===== src/rtl/tdc_pkg.sv =====
// Shared types and width helpers for the TDC hamming-weight statistics block.
// Latency: n/a (types and constant functions only).
// Backpressure: n/a.
package tdc_pkg;

  typedef enum logic [1:0] {
    IDLE  = 2'd0,
    ACCUM = 2'd1,
    DUMP  = 2'd2
  } stats_state_t;

  // Width of a hamming weight able to hold 0..n inclusive.
  function automatic int hw_w(input int n);
    return $clog2(n) + 1;
  endfunction

  // Bytes needed to carry a full-window sum that can never overflow.
  function automatic int sum_bytes(input int n, input int log_win);
    return (hw_w(n) + log_win + 7) / 8;
  endfunction

endpackage


===== src/rtl/tdc_byte_serializer.sv =====
// Parallel-load shadow register streamed out one byte at a time, index 0 first.
// Latency: load -> out_valid high on the next cycle with byte 0 already registered.
// Backpressure: out_byte/out_valid hold while out_ready is low; advance on valid&&ready.
module tdc_byte_serializer #(
  parameter  int NBYTES = 4,
  localparam int IDX_W  = $clog2(NBYTES)
) (
  input  logic                  clk,
  input  logic                  rst,
  input  logic                  clear,
  input  logic                  load,
  input  logic [NBYTES*8-1:0]   load_dat,
  input  logic                  out_ready,
  output logic [7:0]            out_byte,
  output logic                  out_valid,
  output logic                  last_acc
);

  logic [7:0]       shadow [NBYTES];
  logic [IDX_W-1:0] byte_idx;
  logic [IDX_W-1:0] nxt_idx;
  logic             accept;

  assign accept   = out_valid && out_ready;
  assign last_acc = accept && (byte_idx == IDX_W'(NBYTES - 1));
  assign nxt_idx  = byte_idx + 1'b1;

  // Shadow capture at window close, then byte-by-byte walk gated by the consumer.
  always_ff @(posedge clk or posedge rst) begin
    if (rst) begin
      for (int i = 0; i < NBYTES; i++) shadow[i] <= '0;
      byte_idx  <= '0;
      out_byte  <= '0;
      out_valid <= 1'b0;
    end else if (clear) begin
      for (int i = 0; i < NBYTES; i++) shadow[i] <= '0;
      byte_idx  <= '0;
      out_byte  <= '0;
      out_valid <= 1'b0;
    end else if (load) begin
      for (int i = 0; i < NBYTES; i++) shadow[i] <= load_dat[i*8 +: 8];
      byte_idx  <= '0;
      out_byte  <= load_dat[7:0];
      out_valid <= 1'b1;
    end else if (accept) begin
      if (last_acc) begin
        byte_idx  <= '0;
        out_valid <= 1'b0;
      end else begin
        byte_idx <= nxt_idx;
        out_byte <= shadow[nxt_idx];
      end
    end
  end

endmodule


===== src/rtl/tdc_hw_stats.sv =====
// Windowed sum/min/max of TDC hamming weights, streamed out as bytes (sum LSB first, min, max).
// Latency: last sample of a window -> first result byte valid exactly 1 cycle later.
// Backpressure: out_ready low stalls the byte stream; samples outside ACCUM are dropped and flagged.
module tdc_hw_stats
  import tdc_pkg::*;
#(
  parameter  int N       = 64,
  parameter  int LOG_WIN = 8,
  localparam int HW_W    = hw_w(N)
) (
  input  logic            clk,
  input  logic            rst,
  input  logic            start,
  input  logic            abort,
  input  logic [HW_W-1:0] hw,
  input  logic            hw_valid,
  output logic [7:0]      out_byte,
  output logic            out_valid,
  input  logic            out_ready,
  output logic            busy,
  output logic            dropped
);

  localparam int SUM_W  = HW_W + LOG_WIN;
  localparam int SUM_B  = sum_bytes(N, LOG_WIN);
  localparam int NBYTES = SUM_B + 2;
  localparam logic [LOG_WIN-1:0] CNT_LAST = '1;

  stats_state_t         state, state_nxt;
  logic [LOG_WIN-1:0]   cnt;
  logic [SUM_W-1:0]     sum, sum_nxt;
  logic [HW_W-1:0]      min_q, max_q, min_nxt, max_nxt;
  logic                 acc_init, acc_en, win_close, ser_clear, last_acc;
  logic [NBYTES*8-1:0]  load_dat;

  // Running statistics with the current sample folded in.
  always_comb begin
    sum_nxt = sum + SUM_W'(hw);
    min_nxt = (hw < min_q) ? hw : min_q;
    max_nxt = (hw > max_q) ? hw : max_q;
  end

  // Result bytes as the serializer expects them: padded sum, then min, then max.
  assign load_dat = {8'(max_nxt), 8'(min_nxt), (SUM_B*8)'(sum_nxt)};

  // State register.
  always_ff @(posedge clk or posedge rst) begin
    if (rst) state <= IDLE;
    else     state <= state_nxt;
  end

  // Next-state and control decode; abort overrides everything.
  always_comb begin
    state_nxt = state;
    acc_init  = 1'b0;
    acc_en    = 1'b0;
    win_close = 1'b0;
    ser_clear = 1'b0;
    if (abort) begin
      state_nxt = IDLE;
      ser_clear = 1'b1;
    end else begin
      case (state)
        IDLE: begin
          if (start) begin
            state_nxt = ACCUM;
            acc_init  = 1'b1;
          end
        end
        ACCUM: begin
          if (hw_valid) begin
            acc_en = 1'b1;
            if (cnt == CNT_LAST) begin
              win_close = 1'b1;
              state_nxt = DUMP;
            end
          end
        end
        DUMP: begin
          if (last_acc) state_nxt = IDLE;
        end
        default: state_nxt = IDLE;
      endcase
    end
  end

  // Accumulators: cleared on arm/abort, updated per accepted sample.
  always_ff @(posedge clk or posedge rst) begin
    if (rst) begin
      cnt   <= '0;
      sum   <= '0;
      min_q <= '1;
      max_q <= '0;
    end else if (abort || acc_init) begin
      cnt   <= '0;
      sum   <= '0;
      min_q <= '1;
      max_q <= '0;
    end else if (acc_en) begin
      cnt   <= cnt + 1'b1;
      sum   <= sum_nxt;
      min_q <= min_nxt;
      max_q <= max_nxt;
    end
  end

  // Sticky drop flag: set by any sample outside ACCUM, cleared by an accepted start.
  always_ff @(posedge clk or posedge rst) begin
    if (rst)                              dropped <= 1'b0;
    else if (hw_valid && state != ACCUM)  dropped <= 1'b1;
    else if (acc_init)                    dropped <= 1'b0;
  end

  assign busy = (state != IDLE);

  tdc_byte_serializer #(
    .NBYTES (NBYTES)
  ) u_ser (
    .clk       (clk),
    .rst       (rst),
    .clear     (ser_clear),
    .load      (win_close),
    .load_dat  (load_dat),
    .out_ready (out_ready),
    .out_byte  (out_byte),
    .out_valid (out_valid),
    .last_acc  (last_acc)
  );

endmodule


===== config.mk =====
export PLATFORM = sky130hd
export DESIGN_NAME = tdc_hw_stats
export DESIGN_NICKNAME = d
export VERILOG_FILES = /design/src/rtl/tdc_pkg.sv /design/src/rtl/tdc_byte_serializer.sv /design/src/rtl/tdc_hw_stats.sv
export SDC_FILE = /design/constraint.sdc
export NUM_CORES = 1
export LEC_CHECK = 0
export CORE_MARGIN = 8
export CORE_UTILIZATION = 51
export DETAILED_ROUTE_END_ITERATION = 12
export GPL_TIMING_DRIVEN = 1
export PLACE_DENSITY = 0.71
export SYNTH_ARGS = -nofsm -noshare
export SYNTH_HDL_FRONTEND = slang
export SYNTH_SLANG_ARGS = --single-unit

===== constraint.sdc =====
create_clock -name clk -period 2.7 [get_ports clk]
set_input_delay 0.405 -clock clk [delete_from_list [all_inputs] [get_ports clk]]
set_output_delay 0.405 -clock clk [all_outputs]
set_load 0.005 [all_outputs]

==> results.yml, run 1 <==
clock_network:
  clock_latency_ps: 360
  postCtsResizedCells: 0
  clk_path_buf_depth: 2
  clk_pin_slew_worst_paths_ps: 80
  cts_hold_buffers: 0
  clock_sinks: 80
  cts_tree: "yes"
  post_cts_buffers: 0
  h-tree-depth: 3
  clockRootBuffer: "clkbuf_8"
  cts_buffers: 9
yosys:
  synth_ff_type: "dfrtp_1"
  ys_seq_area_frac: 0.431
  synthAdderAreaFrac: 0.0633
  syn_nets: 504
  synth_edf_count: 0
  synth_compound_area_frac: 0.218
  yosys_warnings: 0
  synthMuxAreaShare: 0.0472
  syn_avg_cell_area_sq_um: 9.97
  synthesis.instances: 468
  synth-seq-cells: 80
  synthSimpleGateAreaFrac: 0.169
  synth_xor_xnor_area_share: 0.0206
  synthArstFlopShare: 1.00
  yosys.cell_types.count: 72
  syn_area_sq_mm: 0.00467
  synth_top_family_by_area: "compound AO/OA/AOI/OAI gates"
critical_path:
  end_kind: "flop"
  path_max_fanout: 7
  crit_required_ps: 2920
  crit_type: "primary input to flop"
  crit_arrival_ps: 2730
  worstSetupStartpointType: "primary input"
global_route:
  first_global_vias: 3931
  grt-ovfl-total: 0
  grt_first_pass_wirelength_microns: 20300
  antenna_found_initial: 0
  gr-usage-all-layers: 0.204
  grt_max_degree: 81
final_layout:
  diodes: 0
  syn_to_final_growth_pct: 17.5
  final_core_util: 0.605
  final_cell_mix: "73 x dfrtp_1, 53 x nand2_1, 38 x buf_4"
  layout.nets: 551
  drive_gt1_frac: 0.173
  final-instance-count-excl-fill: 631
  final_common_cell: "dfrtp_1"
drt:
  drc: 0
  first_iter_violations: 308
  post_drt_wl_per_cell_microns: 19.5
  ant_nets: 0
  drt_first_pass_iters: 5
  via_per_inst: 6.29
  vias: 3966
  routed_wl_microns: 12300
die:
  ios: 24
  die_w_microns: 112
  start_util: 0.515
  dieArea_sq_mm: 0.0125
  core_sq_mm: 0.00906
  die_height_microns: 112
  rows: 35
place:
  place_inst: 615
  gp_congestion: 0.899
  hpwlAfterDp_microns: 8970
  place.port_buffers: 23
timing:
  maxSlewHeadroom: 0.367
  finalCriticalPeriod_ps: 2500
  clock_skew_ps: 17.6
  maxSlewViolCount: 0
  setup_viol: 0
  rsz0062_at_grt: "false"
  fmax_ghz: 0.399
  timing_hold_violations_final: 0
  final.period_utilization: 0.928
  tightest_slew_ps: 947
power:
  vdd_drop_max_mv: 0.263
  leakage_nw: 2.37
  power_density_mw_per_mm2: 484
status:
  status: "completed"
job:
  drv_cap: 0
hold_path:
  hold_class: "primary input to async pin"
-- report_power, final --
| part | leakage, nW | internal (mW) | switching (mW) |
|---|---|---|---|
| combinational | 1.16 | 0.121 | 0.182 |
| clock | 0.127 | 0.669 | 0.453 |
| sequential | 1.08 | 1.22 | 0.0120 |
-- state kept, by name (all words and copies together), names as in the netlist, 2 cells and up --
signal	flops
u_ser.shadow	29
sum	15
u_ser.byte_idx	2
min_q	7
state	2
u_ser.out_byte	8
max_q	7
cnt	8
-- Yosys cell counts, types with 3 or more instances --
| master | instances | area [sq um] |
|---|---|---|
| a32oi_1 | 5 | 43.8 |
| nand4_1 | 5 | 31.3 |
| nor2_1 | 33 | 124 |
| nand3_1 | 24 | 120 |
| nor2b_1 | 3 | 18.8 |
| nor3_1 | 5 | 25.0 |
| and3_1 | 3 | 18.8 |
| xor2_1 | 5 | 43.8 |
| dfstp_2 | 7 | 184 |
| nand2_1 | 53 | 199 |
| buf_1 | 3 | 11.3 |
| buf_4 | 3 | 22.5 |
| a221o_1 | 7 | 70.1 |
| a21oi_1 | 29 | 145 |
| inv_1 | 23 | 86.3 |
| ha_1 | 22 | 275 |
| o22a_1 | 7 | 61.3 |
| dfrtp_1 | 73 | 1830 |
| o41ai_1 | 3 | 26.3 |
| a22o_1 | 14 | 123 |
| mux4_2 | 7 | 158 |
| o311ai_0 | 9 | 78.8 |
| a211oi_1 | 8 | 60.1 |
| or3_1 | 4 | 25.0 |
| mux2i_1 | 4 | 40.0 |
| or4_1 | 6 | 45.0 |
| xnor2_1 | 6 | 52.6 |
| o211ai_1 | 11 | 82.6 |
| clkbuf_1 | 8 | 30.0 |
| buf_2 | 11 | 55.1 |
| o21ai_0 | 12 | 60.1 |
-- metrics by stage --
step	area, sq um	hold WS (ps)	setup TNS [ps]	setup WS [ps]	power [mW]
5_1_grt	5480	491	0	19.3	2.74
3_3_place_gp	5230	455	-606	-109	1.54
3_5_place_dp	5230	467	-492	-92.1	1.55
6_report	5480	450	0	196	2.65
4_1_cts	5480	477	0	222	2.66
2_1_floorplan	4670	441	0	255	1.42
-- final timing paths --
| kind | cells after the start | slack, ps | to | start |
|---|---|---|---|---|
| setup / recovery | 10 | 200 | sum[8]$_DFFE_PP0P_ | hw[0] |
| hold / removal | 3 | 450 | max_q[1]$_DFFE_PP0P_ | rst |
| setup reg to reg | 9 | 350 | sum[8]$_DFFE_PP0P_ | sum[0]$_DFFE_PP0P_ |
| hold reg to reg | 1 | 480 | u_ser.shadow[26]$_DFFE_PP0P_ | u_ser.shadow[26]$_DFFE_PP0P_ |
| max in group asynchronous | 3 | 1870 | min_q[5]$_DFFE_PP1P_ | rst |
| min in group clk | 1 | 480 | u_ser.shadow[26]$_DFFE_PP0P_ | u_ser.shadow[26]$_DFFE_PP0P_ |
-- critical path, cell delays in order --
cell and delay, ps:
clkdlybuf4s50_1 450, ha_1 250, fa_1 400, a211oi_1 340
o21ai_0 190, a21oi_1 160, buf_4 150, buf_4 140
o311ai_1 100, o41ai_1 110
-- layout make-up --
type                            instances  area, sq um
Fill cell                             775         3580
Multi-Input combinational cell        336         2430
Sequential cell                        80         2010
Timing Repair Buffer                   63          556
Clock buffer                           12          155
Tap cell                              111          139
Clock inverter                          4         98.8
Inverter                               25         95.1
-- routing by layer --
layer	up-vias	wire length [microns]	GRT usage
li1	1848	-	-
met1	1972	5600	0.264
met2	123	5690	0.328
met3	23	662	0.0384
met4	0	342	0.0848
met5	-	0	0
-- logic make-up after synthesis --
family / Yosys count
muxes: 13
AOI/OAI and AO/OA: 134
DFF: 80
buffers and inverters: 52
xor gates and xnor gates: 11
and+or+nand+nor: 155
adders and majority gates: 23
Note: power is estimated with default switching activity, not from simulation.
==> run 2, diff against run 1 <==
==> constraint.sdc (replaced) <==
create_clock -name clk -period 3.1 [get_ports clk]
set_input_delay 0.465 -clock clk [delete_from_list [all_inputs] [get_ports clk]]
set_output_delay 0.465 -clock clk [all_outputs]
set_load 0.005 [all_outputs]
==> results.yml, run 2 (same netlist as run 1, synthesis figures left out) <==
power:
  p_int_mw: 1.56
  leakage_nw: 2.24
  swShare: 0.258
  pwr-share-seq: 0.507
  vdd_drop_max_mv: 0.217
  power.share.clock: 0.380
  p_comb_frac: 0.114
  power_density_mw_per_mm2: 400
  power.switching_uw: 545
job:
  drv_cap: 0
die:
  dieArea_sq_mm: 0.0125
  die_w_microns: 112
  ios: 24
  die_height_microns: 112
  start_util: 0.515
  core_sq_mm: 0.00906
  rows: 35
final_layout:
  drive_gt1_frac: 0.134
  reg.largest.list: "u_ser.shadow: 29 flops, sum: 15 flops"
  largest_register_ffs: 29
  syn_to_final_growth_pct: 13.0
  final-instance-count-excl-fill: 610
  final_cell_mix: "73 x dfrtp_1, 53 x nand2_1, 33 x nor2_1"
  top_register: "u_ser.shadow"
  diodes: 0
  fillers: 782
  final_area_sq_mm: 0.00527
  layout.nets: 530
  final_common_cell: "dfrtp_1"
clock_network:
  clockRootBuffer: "clkbuf_8"
  clock_latency_ps: 350
  clock_sinks: 80
  cts_hold_buffers: 0
  cts_tree: "yes"
  postCtsResizedCells: 0
  post_cts_buffers: 0
  clk_path_buf_depth: 2
  cts_buffers: 9
  h-tree-depth: 3
  clk_pin_slew_worst_paths_ps: 70
critical_path:
  cp-startpoint: "hw[0]"
  worstSetupStartpointType: "primary input"
  crit_required_ps: 3380
  crit_arrival_ps: 2930
  regToRegStartpoint: "sum[0]$_DFFE_PP0P_"
  end_kind: "flop"
  crit_type: "primary input to flop"
  path_max_fanout: 15
timing:
  fmax_ghz: 0.377
  setup_viol: 0
  timing_hold_violations_final: 0
  tns_ps: 0
  tightest_slew_ps: 965
  finalCriticalPeriod_ps: 2650
  rsz0062_at_grt: "false"
  maxSlewViolCount: 0
  maxSlewHeadroom: 0.354
  final.period_utilization: 0.855
  clock_skew_ps: 14.7
place:
  place_inst: 594
  hpwlAfterDp_microns: 8630
  place.port_buffers: 23
  gp_congestion: 0.890
  dpl_cell_area_sq_mm: 0.00507
status:
  status: "completed"
global_route:
  antenna_found_initial: 0
  gr-usage-all-layers: 0.197
  grt-ovfl-total: 0
  first_global_vias: 3831
  grt_max_degree: 81
  grt_first_pass_wirelength_microns: 19800
hold_path:
  min-delay-start: "u_ser.shadow[28]$_DFFE_PP0P_"
  hold_class: "flop to flop"
drt:
  drc: 0
  post_drt_wl_per_cell_microns: 19.8
  drt_first_pass_iters: 5
  via_per_inst: 6.36
  routed_wl_microns: 12100
  first_iter_violations: 234
  ant_nets: 0
  vias: 3881
[run 2: power by group through the flow]
| stage | logic [mW] | clock network [mW] | registers (mW) |
|---|---|---|---|
| floorplan | 0.147 | 0 | 1.09 |
| detailed placement | 0.238 | 0 | 1.09 |
| global placement | 0.233 | 0 | 1.09 |
| finish | 0.240 | 0.801 | 1.07 |
| CTS | 0.240 | 0.815 | 1.07 |
| global route | 0.265 | 0.852 | 1.07 |
[run 2: final timing paths]
kind	to	slack (ps)	cells past startpoint
worst max-delay path	u_ser.shadow[16]$_DFFE_PP0P_	450	9
worst min-delay path	u_ser.shadow[28]$_DFFE_PP0P_	490	2
worst max register to register	u_ser.shadow[16]$_DFFE_PP0P_	640	8
worst min register to register	u_ser.shadow[28]$_DFFE_PP0P_	490	2
max in group asynchronous	min_q[5]$_DFFE_PP1P_	2210	3
min in group asynchronous	max_q[0]$_DFFE_PP0P_	500	3
[run 2: final cells by class]
| type | instances | area (sq um) | share of cell area |
|---|---|---|---|
| Clock buffer | 14 | 163 | 0.0309 |
| Clock inverter | 2 | 38.8 | 0.00736 |
| Inverter | 25 | 95.1 | 0.0180 |
| Multi-Input combinational cell | 336 | 2430 | 0.460 |
| Sequential cell | 80 | 2010 | 0.382 |
| Tap cell | 111 | 139 | 0.0264 |
| Timing Repair Buffer | 42 | 398 | 0.0755 |
[run 2: metrics by stage]
step | setup slack, ps | hold WS, ps | power (mW) | utilization
after CTS | 492 | 486 | 2.12 | 0.581
after global placement | 146 | 453 | 1.32 | 0.559
after floorplan | 595 | 441 | 1.23 | -
final | 449 | 486 | 2.11 | 0.581
after global routing | 351 | 522 | 2.19 | 0.581
after detailed placement | 157 | 470 | 1.33 | 0.559
[run 2: layer usage]
metal	part of all wire	GRT usage
met5	0	0
met4	0.031	0.0994
met1	0.46	0.262
met3	0.055	0.0346
met2	0.46	0.303
[run 2: worst max-delay path, stage by stage]
cell	delay [ps]
clkdlybuf4s50_1	440
ha_1	250
fa_1	440
a211oi_1	360
o21ai_0	200
a21oi_1	170
buf_4	210
mux2_2	340
nand2_1	50
==> run 3, diff against run 2 <==
--- a/config.mk
+++ b/config.mk
@@ -5,10 +5,10 @@
 export SDC_FILE = /design/constraint.sdc
 export NUM_CORES = 1
 export LEC_CHECK = 0
+export ABC_CLOCK_PERIOD_IN_PS = 3100
 export CORE_MARGIN = 8
 export CORE_UTILIZATION = 51
 export DETAILED_ROUTE_END_ITERATION = 12
-export GPL_TIMING_DRIVEN = 1
 export PLACE_DENSITY = 0.71
 export SYNTH_ARGS = -nofsm -noshare
 export SYNTH_HDL_FRONTEND = slang
==> results of run 3 <==
Same layout as run 2: the final DEF is identical, and so are final timing and power.
